==> config.mk <==
export PLATFORM = sky130hd
export DESIGN_NAME = coherence_bus_ctrl_flat
export DESIGN_NICKNAME = d
export VERILOG_FILES = /design/src/rtl/coherence_bus_if.sv /design/src/rtl/coherence_bus_ctrl.sv /design/src/flat_wrapper.sv
export SDC_FILE = /design/constraint.sdc
export NUM_CORES = 1
export LEC_CHECK = 0
export ABC_AREA = 1
export CAP_MARGIN = 20
export CORE_AREA = 8 8 189 191
export DETAILED_ROUTE_END_ITERATION = 10
export DIE_AREA = 0 0 197 199
export SLEW_MARGIN = 20
export SYNTH_ARGS = -nofsm -noshare
export SYNTH_HDL_FRONTEND = slang
export SYNTH_SLANG_ARGS = --single-unit
==> constraint.sdc <==
create_clock -name CLK -period 2.4 [get_ports CLK]
set_clock_uncertainty 0.1 [all_clocks]
set_input_delay 0.36 -clock CLK [delete_from_list [all_inputs] [get_ports CLK]]
set_output_delay 0.36 -clock CLK [all_outputs]
set_load 0.01 [all_outputs]
==> src/rtl/coherence_bus_if.sv <==
// coherence_bus_if: signal bundle between two cores' caches, the single-port RAM and coherence_bus_ctrl
// slave  : controller side (takes cache requests and RAM replies, drives waits, loads, snoops, RAM strobes)
// master : cache/RAM side (drives requests and RAM replies, observes controller outputs)
interface coherence_bus_if;
  logic [1:0]       iREN, iwait, dREN, dWEN, dwait, cctrans, ccwrite, ccwait, ccinv;
  logic [1:0][31:0] iaddr, iload, daddr, dstore, dload, ccsnoopaddr;
  logic             ramREN, ramWEN;
  logic [31:0]      ramaddr, ramstore, ramload;
  logic [1:0]       ramstate;
  modport slave (
    input  iREN, iaddr, dREN, dWEN, daddr, dstore, cctrans, ccwrite, ramload, ramstate,
    output iwait, iload, dwait, dload, ccwait, ccinv, ccsnoopaddr, ramREN, ramWEN, ramaddr, ramstore
  );
  modport master (
    output iREN, iaddr, dREN, dWEN, daddr, dstore, cctrans, ccwrite, ramload, ramstate,
    input  iwait, iload, dwait, dload, ccwait, ccinv, ccsnoopaddr, ramREN, ramWEN, ramaddr, ramstore
  );
endinterface

==> src/rtl/coherence_bus_ctrl.sv <==
// coherence_bus_ctrl: two-core bus arbiter serialising ifetch, write-back and coherent dcache traffic onto one RAM
// Ports: CLK (rising edge), nRST (synchronous, active-low), bus (coherence_bus_if.slave: cache requests,
//   wait/load returns, snoop outputs ccwait/ccinv/ccsnoopaddr, RAM strobes/address/data, ramload/ramstate).
// Config: RR_ARB_EN defined -> round-robin tie-break inside a request class; undefined -> core 0 wins ties.
module coherence_bus_ctrl (
  input logic            CLK,
  input logic            nRST,
  coherence_bus_if.slave bus
);
  typedef enum logic [2:0] {IDLE, IFETCH, WB, SNOOP, C2C, MEMRD} state_t;
  state_t     state_q;
  logic       g_q, r, s, acc, cc_act, win, pref;
  logic [1:0] wb_req, cls_req;
`ifdef RR_ARB_EN
  logic rr_q;
  assign pref = rr_q;
`else
  assign pref = 1'b0;
`endif
  // g_q is the granted core; for coherent transactions it is the requester and the other core is snooped
  assign r = g_q;
  assign s = ~g_q;
  assign acc = bus.ramstate == 2'd2;
  assign wb_req = bus.dWEN & ~bus.cctrans;
  // highest non-empty class is arbitrated; within it the preferred core wins only on a tie
  assign cls_req = |wb_req ? wb_req : |bus.cctrans ? bus.cctrans : bus.iREN;
  assign win = &cls_req ? pref : cls_req[1];
  assign cc_act = state_q inside {SNOOP, C2C, MEMRD};
  always_ff @(posedge CLK) begin
    if (!nRST) begin
      state_q <= IDLE;
      g_q <= 1'b0;
`ifdef RR_ARB_EN
      rr_q <= 1'b0;
`endif
    end else begin
      case (state_q)
        IDLE: if (|cls_req) begin
          state_q <= |wb_req ? WB : |bus.cctrans ? SNOOP : IFETCH;
          g_q <= win;
`ifdef RR_ARB_EN
          if (&cls_req) rr_q <= ~win;
`endif
        end
        IFETCH: if (!bus.iREN[g_q] || acc) state_q <= IDLE;
        WB: if (!bus.dWEN[g_q]) state_q <= IDLE;
        SNOOP, C2C: state_q <= !bus.cctrans[r] ? IDLE : bus.dWEN[s] ? C2C : bus.dREN[r] ? MEMRD : IDLE;
        MEMRD: if (!bus.cctrans[r]) state_q <= IDLE;
        default: state_q <= IDLE;
      endcase
    end
  end
  always_comb begin
    bus.ramREN = state_q == IFETCH || state_q == MEMRD;
    bus.ramWEN = state_q == WB || state_q == C2C;
    bus.ramaddr = state_q == IFETCH ? bus.iaddr[g_q] : state_q == C2C ? bus.daddr[s] : bus.daddr[g_q];
    bus.ramstore = state_q == C2C ? bus.dstore[s] : bus.dstore[g_q];
    bus.iload = {2{bus.ramload}};
    // a modified block is forwarded straight from the snooped cache while it is written back
    bus.dload = {2{state_q == C2C ? bus.dstore[s] : bus.ramload}};
    bus.iwait = 2'b11;
    bus.dwait = 2'b11;
    bus.ccwait = 2'b00;
    bus.ccinv = 2'b00;
    bus.ccsnoopaddr = '0;
    if (state_q == IFETCH && acc) bus.iwait[g_q] = 1'b0;
    if ((state_q == WB || state_q == MEMRD) && acc) bus.dwait[g_q] = 1'b0;
    if (state_q == C2C && acc) bus.dwait = 2'b00;
    // upgrade with no data movement completes in the snoop cycle itself
    if (state_q == SNOOP && bus.cctrans[r] && !bus.dWEN[s] && !bus.dREN[r]) bus.dwait[r] = 1'b0;
    bus.ccwait[s] = cc_act;
    bus.ccinv[s] = cc_act && bus.ccwrite[r];
    if (cc_act) bus.ccsnoopaddr[s] = bus.daddr[r];
  end
endmodule

==> src/flat_wrapper.sv <==
// flat-port wrapper written by rule: the top's interface ports become plain ports
module coherence_bus_ctrl_flat 
  (CLK, nRST, bus_iREN, bus_iaddr, bus_dREN, bus_dWEN, bus_daddr, bus_dstore, bus_cctrans, bus_ccwrite, bus_ramload, bus_ramstate, bus_iwait, bus_iload, bus_dwait, bus_dload, bus_ccwait, bus_ccinv, bus_ccsnoopaddr, bus_ramREN, bus_ramWEN, bus_ramaddr, bus_ramstore);
  coherence_bus_if bus_i ();
  input logic CLK;
  input logic nRST;
  input wire logic [$bits(bus_i.iREN)-1:0] bus_iREN;
  input wire logic [$bits(bus_i.iaddr)-1:0] bus_iaddr;
  input wire logic [$bits(bus_i.dREN)-1:0] bus_dREN;
  input wire logic [$bits(bus_i.dWEN)-1:0] bus_dWEN;
  input wire logic [$bits(bus_i.daddr)-1:0] bus_daddr;
  input wire logic [$bits(bus_i.dstore)-1:0] bus_dstore;
  input wire logic [$bits(bus_i.cctrans)-1:0] bus_cctrans;
  input wire logic [$bits(bus_i.ccwrite)-1:0] bus_ccwrite;
  input wire logic [$bits(bus_i.ramload)-1:0] bus_ramload;
  input wire logic [$bits(bus_i.ramstate)-1:0] bus_ramstate;
  output wire logic [$bits(bus_i.iwait)-1:0] bus_iwait;
  output wire logic [$bits(bus_i.iload)-1:0] bus_iload;
  output wire logic [$bits(bus_i.dwait)-1:0] bus_dwait;
  output wire logic [$bits(bus_i.dload)-1:0] bus_dload;
  output wire logic [$bits(bus_i.ccwait)-1:0] bus_ccwait;
  output wire logic [$bits(bus_i.ccinv)-1:0] bus_ccinv;
  output wire logic [$bits(bus_i.ccsnoopaddr)-1:0] bus_ccsnoopaddr;
  output wire logic [$bits(bus_i.ramREN)-1:0] bus_ramREN;
  output wire logic [$bits(bus_i.ramWEN)-1:0] bus_ramWEN;
  output wire logic [$bits(bus_i.ramaddr)-1:0] bus_ramaddr;
  output wire logic [$bits(bus_i.ramstore)-1:0] bus_ramstore;
  assign bus_i.iREN = bus_iREN;
  assign bus_i.iaddr = bus_iaddr;
  assign bus_i.dREN = bus_dREN;
  assign bus_i.dWEN = bus_dWEN;
  assign bus_i.daddr = bus_daddr;
  assign bus_i.dstore = bus_dstore;
  assign bus_i.cctrans = bus_cctrans;
  assign bus_i.ccwrite = bus_ccwrite;
  assign bus_i.ramload = bus_ramload;
  assign bus_i.ramstate = bus_ramstate;
  assign bus_iwait = bus_i.iwait;
  assign bus_iload = bus_i.iload;
  assign bus_dwait = bus_i.dwait;
  assign bus_dload = bus_i.dload;
  assign bus_ccwait = bus_i.ccwait;
  assign bus_ccinv = bus_i.ccinv;
  assign bus_ccsnoopaddr = bus_i.ccsnoopaddr;
  assign bus_ramREN = bus_i.ramREN;
  assign bus_ramWEN = bus_i.ramWEN;
  assign bus_ramaddr = bus_i.ramaddr;
  assign bus_ramstore = bus_i.ramstore;
  coherence_bus_ctrl u_core (.CLK(CLK), .nRST(nRST), .bus(bus_i));
endmodule
; Word-level counts from Yosys, hierarchy flattened
; Cells that the tools add are included.
[classes]
magnitude_cmp = 4
eq_ne = 10
muxes = 50
bitwise_logic = 8
reduce_logical = 25
[op_table]
columns = operator, n
row1 = 32-bit 2-to-1 mux, 15
row2 = 64-bit AND, 1
row3 = 64-bit 2-to-1 mux, 1
row4 = 32-bit demux with 1-bit select, 1
row5 = 3-bit 2-to-1 mux, 8
row6 = 1-bit 2-to-1 mux, 15
row7 = 3-bit case mux with 5 select lines, 1
row8 = 2-bit 2-to-1 mux, 7
row9 = 1-bit logical AND, 9
row10 = 2-bit AND, 4
row11 = 2-bit OR reduction, 4
row12 = 3-bit by 2-bit equality test with 1-bit output (second input constant), 2
row13 = 3-bit equality test (second input constant), 2
row14 = 1-bit logical OR, 4
row15 = 1-bit by 2-bit less-than comparator with 1-bit output (second input constant), 2
row16 = 2-bit by 1-bit != test with 1-bit output (second input constant), 2
row17 = 2-bit != test (second input constant), 2
row18 = 2-bit inverter, 2
row19 = 2-bit AND reduction, 2
row20 = 4-bit AND reduction, 1
row21 = 3-bit by 1-bit equality test with 1-bit output (second input constant), 1
row22 = 1-bit zero test, 3
row23 = 3-bit zero test, 1
row24 = 3-bit nonzero test, 1
row25 = 4 further kinds, 6
[word_totals]
reg_bits = 4
input_bits = 238
elab_cells = 99

; Logic depth before layout (Yosys ltp)
; Gate-level depths: netlist of run 1.
[logic_depth]
depth_word = 9
mapped_depth = 10
ltp_nobuf = 10

; Least setup slack after synthesis of run 1
; OpenSTA, ideal clock, no wires.
[synth_timing]
kind = reg-to-output
start = reg u_core.state_q[2]
end = out bus_dload[45]
t_arrival_ns = 1.567
t_required_ns = 1.940
slack_ns = 0.373
path_stages_with_launch = 8
n_path_buf = 3
cell_sequence = dfxtp_1 > nand3_2 > inv_1 > buf_2 > buf_1 > nor2_1 > a31oi_1 > buf_4
[synth_between]
elab_chain_len = 2
[synth_lines]
columns = item, line_no
row1 = start: declaration, coherence_bus_ctrl.sv:11  ; state_t state_q;
row2 = start signal: assignment, coherence_bus_ctrl.sv:39  ; state_q <= |wb_req ? WB : |bus.cctrans ? SNOOP : IFETCH;
row3 = start signal: assignment, coherence_bus_ctrl.sv:47  ; SNOOP, C2C: state_q <= !bus.cctrans[r] ? IDLE : bus.dWEN[s] ? C2C : bus.dREN[r] ? MEMRD : IDLE;
row4 = 3-bit equality test, coherence_bus_ctrl.sv:60  ; bus.dload = {2{state_q == C2C ? bus.dstore[s] : bus.ramload}};
row5 = 32-bit 2-to-1 mux, coherence_bus_ctrl.sv:60
row6 = end: declaration, flat_wrapper.sv:20  ; output wire logic [$bits(bus_i.dload)-1:0] bus_dload;
; No other way between the ends.

; Worst setup path after layout of run 1
[layout_timing]
start = reg u_core.state_q[1]
end = out bus_ramstore[12]
[layout_between]
elab_chain_len = 2
[layout_lines]
columns = item, line_no
row1 = 3-bit equality test, coherence_bus_ctrl.sv:57  ; bus.ramstore = state_q == C2C ? bus.dstore[s] : bus.dstore[g_q];
row2 = 32-bit 2-to-1 mux, coherence_bus_ctrl.sv:57
row3 = end: declaration, flat_wrapper.sv:27  ; output wire logic [$bits(bus_i.ramstore)-1:0] bus_ramstore;
; No other way between the ends.

==> results of run 1 <==
[cell type report]
class | instances | area, um^2 | share of cell area, %
Antenna cell | 1 | 2.50 | 0.0260
Clock buffer | 4 | 78.8 | 0.820
Inverter | 115 | 437 | 4.54
Multi-Input combinational cell | 520 | 2550 | 26.5
Sequential cell | 4 | 90.1 | 0.937
Tap cell | 448 | 561 | 5.83
Timing Repair Buffer | 620 | 5890 | 61.3
[layer usage]
metal	GRT usage [%]	vias up	wire length, um
met2	26.8	371	15700
met5	0	-	0
met1	15.9	2930	11600
met3	4.50	30	3340
met4	3.48	0	664
li1	-	3262	-
[registers in the layout (all words and copies together), names as in the netlist]
| signal | flops |
|---|---|
| u_core.state_q | 3 |
| u_core.g_q | 1 |
[through the flow]
step	instances	hold slack [ns]	utilization, %	power [mW]
3_5_place_dp	1683	0.503	28.7	3.58
5_1_grt	1712	0.585	29.2	4.23
4_1_cts	1706	0.530	29.0	3.95
2_1_floorplan	779	0.381	-	1.57
3_3_place_gp	1683	0.462	28.7	3.58
6_report	1712	0.552	29.2	3.89
[placed cells by master (no fill, tap or decap), types with 2 or more instances in the layout]
master	count
a21oi_1	6
nor2_1	44
buf_4	87
buf_12	18
clkbuf_2	11
mux2_2	28
inv_2	4
dfxtp_2	2
nand3_1	6
nand2_2	3
dlymetal6s2s_1	5
buf_2	49
mux2_4	4
a31oi_2	8
dfxtp_4	2
or2_2	2
o211ai_1	32
inv_4	2
a31oi_1	24
inv_1	109
clkbuf_16	4
dlygate4sd2_1	109
o21ai_0	4
nand2_1	351
buf_16	5
clkdlybuf4s15_2	4
nor3_1	2
buf_6	11
clkdlybuf4s50_1	302
clkdlybuf4s15_1	16
[power by group through the flow]
stage	Clock, mW	Sequential (mW)	Combinational (mW)
6_report	0.268	0.112	3.51
5_1_grt	0.283	0.116	3.83
4_1_cts	0.274	0.108	3.57
3_5_place_dp	0	0.109	3.47
3_3_place_gp	0	0.108	3.47
2_1_floorplan	0	0.0967	1.47
[logic make-up after synthesis]
| logic type | after synthesis |
|---|---|
| and+or+nand+nor | 411 |
| buffers and inverters | 255 |
| AOI/OAI and AO/OA | 76 |
| muxes | 32 |
| DFF | 4 |
| xor gates and xnor gates | 1 |
[final timing paths]
path	to	slack (ns)	cells past startpoint
max	bus_ramstore[12]	-0.002	9
min	u_core.state_q[1]	0.55	4
max reg2reg	u_core.state_q[0]	0.65	8
min reg2reg	u_core.state_q[1]	0.55	4
[timing repair]
item | CTS | global route
gates resized for setup | 408 | 60
setup buffers | 11 | 6
setup endpoints to repair | 199 | 98
endpoints found under the hold margin | 0 | 0
pin swaps | 8 | 10
cloned | 8 | 1
[worst max-delay path, cell delays in order (launching register included)]
cell and delay (ns):
dfxtp_2 0.31, inv_2 0.08, nand3_4 0.13, xor2_4 0.21, buf_8 0.13, buf_12 0.10, buf_12 0.13, buf_6 0.11
mux2_2 0.34, buf_2 0.15
==> results.txt, run 1 <==
Status: finished, violations left
Failing checks: negative setup slack
Final worst setup slack: -0.00196 ns
Register area share after synthesis: 2.06%
Yosys top cell by area: nand2_1
Final setup vio count: 1
IO buf count: 503
Layout area overhead: 148%
Synth Area per Inst: 4.98 um^2
Simple-gate area share of the yosys netlist: 40.4%
Die width: 197 um
Pleak: 5.24 nW
Core area: 0.0329 mm^2
Hold/Removal Path Class: reg -> reg
Number of max-cap violations: 0
Relative slew margins: 68.4%
Total die area: 0.0392 mm^2
Logic pwr share: 90.2%
First-pass GRT wire length: 43.7 mm
CTS Hold Buffers Added: 0
Count leader, synth: nand2_1
Min cycle time layout: 2.40 ns
Tightest Pin Transition: 0.470 ns
Via Count: 6593
FMAX: 0.416 GHz
WS Path Type: reg -> out
GRT Total Usage: 14.5%
CTS max path bufs: 2
Detailed-route DRC error count: 0
Initial core utilization: 11.8%
Origin of the worst min-delay path: u_core.state_q[1]
Worst r2r src: u_core.state_q[0]
# fillers: 3690
Final WL: 31.3 mm
Clock Latency Late Sink: 0.22 ns
Power per cell area: 405 mW/mm^2
Power share of the clock group: 6.9%
Layout cell share with drive strength beyond 1: 19.7%
Cell Area, Synth: 0.00388 mm^2
Worst vdd ir: 0.286 mV
Largest family of logic cells by synthesized area: simple AND/OR/NAND/NOR gates
Total CTS buffers: 3
Die Y-Extent: 199 um
CP required: 1.94 ns
Final worst-path cycle share: 100%
Worst setup path startpoint: u_core.state_q[1]
CTS tree: built
Sw Share: 47.0%
Commonest cells in the netlist: nand2_1 (354), inv_1 (112), buf_4 (98), nor2_1 (44)
Final nets: 1502
Compound-Gate Fraction of Synth Area: 13.0%
DP Area: 0.00943 mm^2
Critical Path End Type: primary output
First-pass detailed-route iteration total: 6
Post-synth EDFFs: 0
Clock transition at path regs: 0.03 ns
Dpl hpwl: 25.3 mm
Final Max Slew Viols: 0
Distinct cells, synth: 23
Max FO, Critical Path: 5
Antenna-violating nets left: 0
Synth top area cells: nand2_1 (34%), buf_4 (19%), inv_1 (11%)
Multiplexer share of the synthesized area: 9.29%
Setup TNS: -0.00196 ns
Routed WL per cell: 18.3 um
Vias per std cell: 3.85
Gp weighted congestion: 0.870
Yosys top cell area share: 34.2%
Sequential power share: 2.9%
Clock sink total: 4
Synth Area in Adders: 0%
Crit path DAT: 1.94 ns
Post-Synth XOR/XNOR Area: 0.419%
#FFs+latches synth: 4
Final hold vios: 0
Top_reg_cell synth: dfxtp_1
Unrepaired setup endpoints after global routing: true
NetSw: 1.83 mW
Initial DRC count: 180
# rows: 67
Finished layout cell area: 0.00961 mm^2
Number of global-route vias before repair: 6967
Initial antenna violation count: 1
Post-synthesis cell count: 779
Largest net degree at the start of global routing: 41
Syn nets: 1017
DP Worst Slack: -0.146 ns
Yosys warns: 0
Design internal power: 2.06 mW
Grt total ovfl: 0
# IOs: 504
CTS Root Buffer Type: clkbuf_16
Startpoint types: flop
Asr flop ratio synth: 0%
# H-tree levels: 1
Power figures use the tool's default switching activity.
==> inputs of run 2 (changes only) <==
GPL_ROUTABILITY_DRIVEN = 0   (was not set)
SKIP_LAST_GASP = 1   (was not set)
==> results.txt, run 2 (synthesis gave the netlist of run 1 again) <==
Failing checks: negative setup slack
Final worst-path cycle share: 106%
Tightest Pin Transition: 0.464 ns
Util after Layout: 30.6%
Dpl hpwl: 25.3 mm
CTS Hold Buffers Added: 0
CTS max path bufs: 2
Total die area: 0.0392 mm^2
Max FO, Critical Path: 33
Antenna-violating nets left: 0
Hold slack: 0.540 ns
Worst setup path startpoint: u_core.state_q[0]
Total CTS buffers: 3
WS Path Type: reg -> out
Reg with most FFs: u_core.state_q
FMAX: 0.392 GHz
Final nets: 1518
Core area: 0.0329 mm^2
Min cycle time layout: 2.55 ns
First-pass GRT wire length: 43.8 mm
Crit path DAT: 2.09 ns
CP required: 1.94 ns
Grt total ovfl: 0
Commonest non-fill, non-tap cell in the layout: nand2_1
Max FFs per register: 3
Worst path top cell family by delay: buffers and inverters
CP bufs+invs: 5
Initial core utilization: 11.8%
# IOs: 504
Origin of the worst min-delay path: u_core.state_q[0]
Most common cell on crit path: nand2_1
Number of global-route vias before repair: 7003
Final Max Slew Viols: 0
Placed cells: 1683
Worst r2r src: u_core.state_q[0]
Pleak: 5.71 nW
Initial antenna violation count: 1
Power per cell area: 411 mW/mm^2
Worst vdd ir: 0.287 mV
# rows: 67
Clock Latency Late Sink: 0.22 ns
Number of max-cap violations: 0
Die width: 197 um
Final setup vio count: 44
Clock transition at path regs: 0.03 ns
Max incr delay on CP: 0.55 ns
CP cell instances: buf_4, nand3_2, nand2_1, or2_1, nand2_1, inv_2, buf_12, nand2_1, inv_1, clkdlybuf4s50_1
Relative slew margins: 68.8%
Via Count: 6750
Critical Path End Type: primary output
Final hold vios: 0
Routed WL per cell: 18.9 um
Detailed-route DRC error count: 0
CTS Root Buffer Type: clkbuf_16
Layout cell share with drive strength beyond 1: 19.9%
GRT Total Usage: 14.5%
# H-tree levels: 1
Status: finished, violations left
Top Registers: u_core.state_q: 3 flops, u_core.g_q: 1 flops
Setup TNS: -3.53 ns
Critical-path top delay cell: clkdlybuf4s50_1
IO buf count: 503
Unrepaired setup endpoints after global routing: true
Final WL: 32.7 mm
Hold/Removal Path Class: reg -> reg
Most frequent cells in the layout: nand2_1 (353), clkdlybuf4s50_1 (339), inv_1 (109)
Clock sink total: 4
Initial DRC count: 193
Final worst setup slack: -0.150 ns
Finished Layout Cells: 1728
Startpoint types: flop
Layout area overhead: 159%
Die Y-Extent: 199 um
First-pass detailed-route iteration total: 4
Vias per std cell: 3.91
Largest net degree at the start of global routing: 41
CTS tree: built
-- run 2: final timing paths --
kind	end	slack, ns	depth (start not counted)
worst max register to register	u_core.state_q[0]	0.66	8
worst min register to register	u_core.state_q[0]	0.54	3
worst max-delay path	bus_ccsnoopaddr[29]	-0.15	10
worst min-delay path	u_core.state_q[0]	0.54	3
-- run 2: worst min-delay path, stage by stage (launching register included) --
cell and delay (ns):
dfxtp_4 0.35, buf_4 0.10, a21oi_1 0.03, nor2_1 0.10
-- run 2: per-stage QoR --
step	power, mW	setup WS (ns)	cell area (um^2)
detailed placement	3.58	-0.146	9430
global placement	3.58	-0.114	9430
CTS	4.04	-0.169	9730
floorplan	1.57	0.373	3880
finish	4.14	-0.150	10100
global route	4.47	-0.259	10100
-- run 2: cell type report --
cell class | instances | area, um^2
Timing Repair Buffer | 636 | 6320
Antenna cell | 1 | 2.50
Tap cell | 448 | 561
Multi-Input combinational cell | 520 | 2580
Sequential cell | 4 | 88.8
Clock buffer | 4 | 78.8
Inverter | 115 | 439
Fill cell | 3628 | 22800
-- run 2: power breakdown --
group          total [mW]  switching [mW]  internal [mW]
Sequential          0.102          0.0165         0.0853
Combinational        3.77            1.84           1.93
Clock               0.268          0.0486          0.220
-- run 2: what timing repair did --
item	4_1_cts	5_1_grt
pin swaps	7	14
setup buffers	11	17
endpoints found under the setup margin	199	146
hold endpoints to repair	0	0
gates cloned	8	5
gates resized for setup	298	135
-- run 2: layer usage --
layer	track usage, %	up-vias	share of wire [%]
met5	0	-	0
met4	3.48	0	2.6
met3	4.47	40	9.9
met2	26.8	386	50
met1	16.0	3024	37
li1	-	3300	-
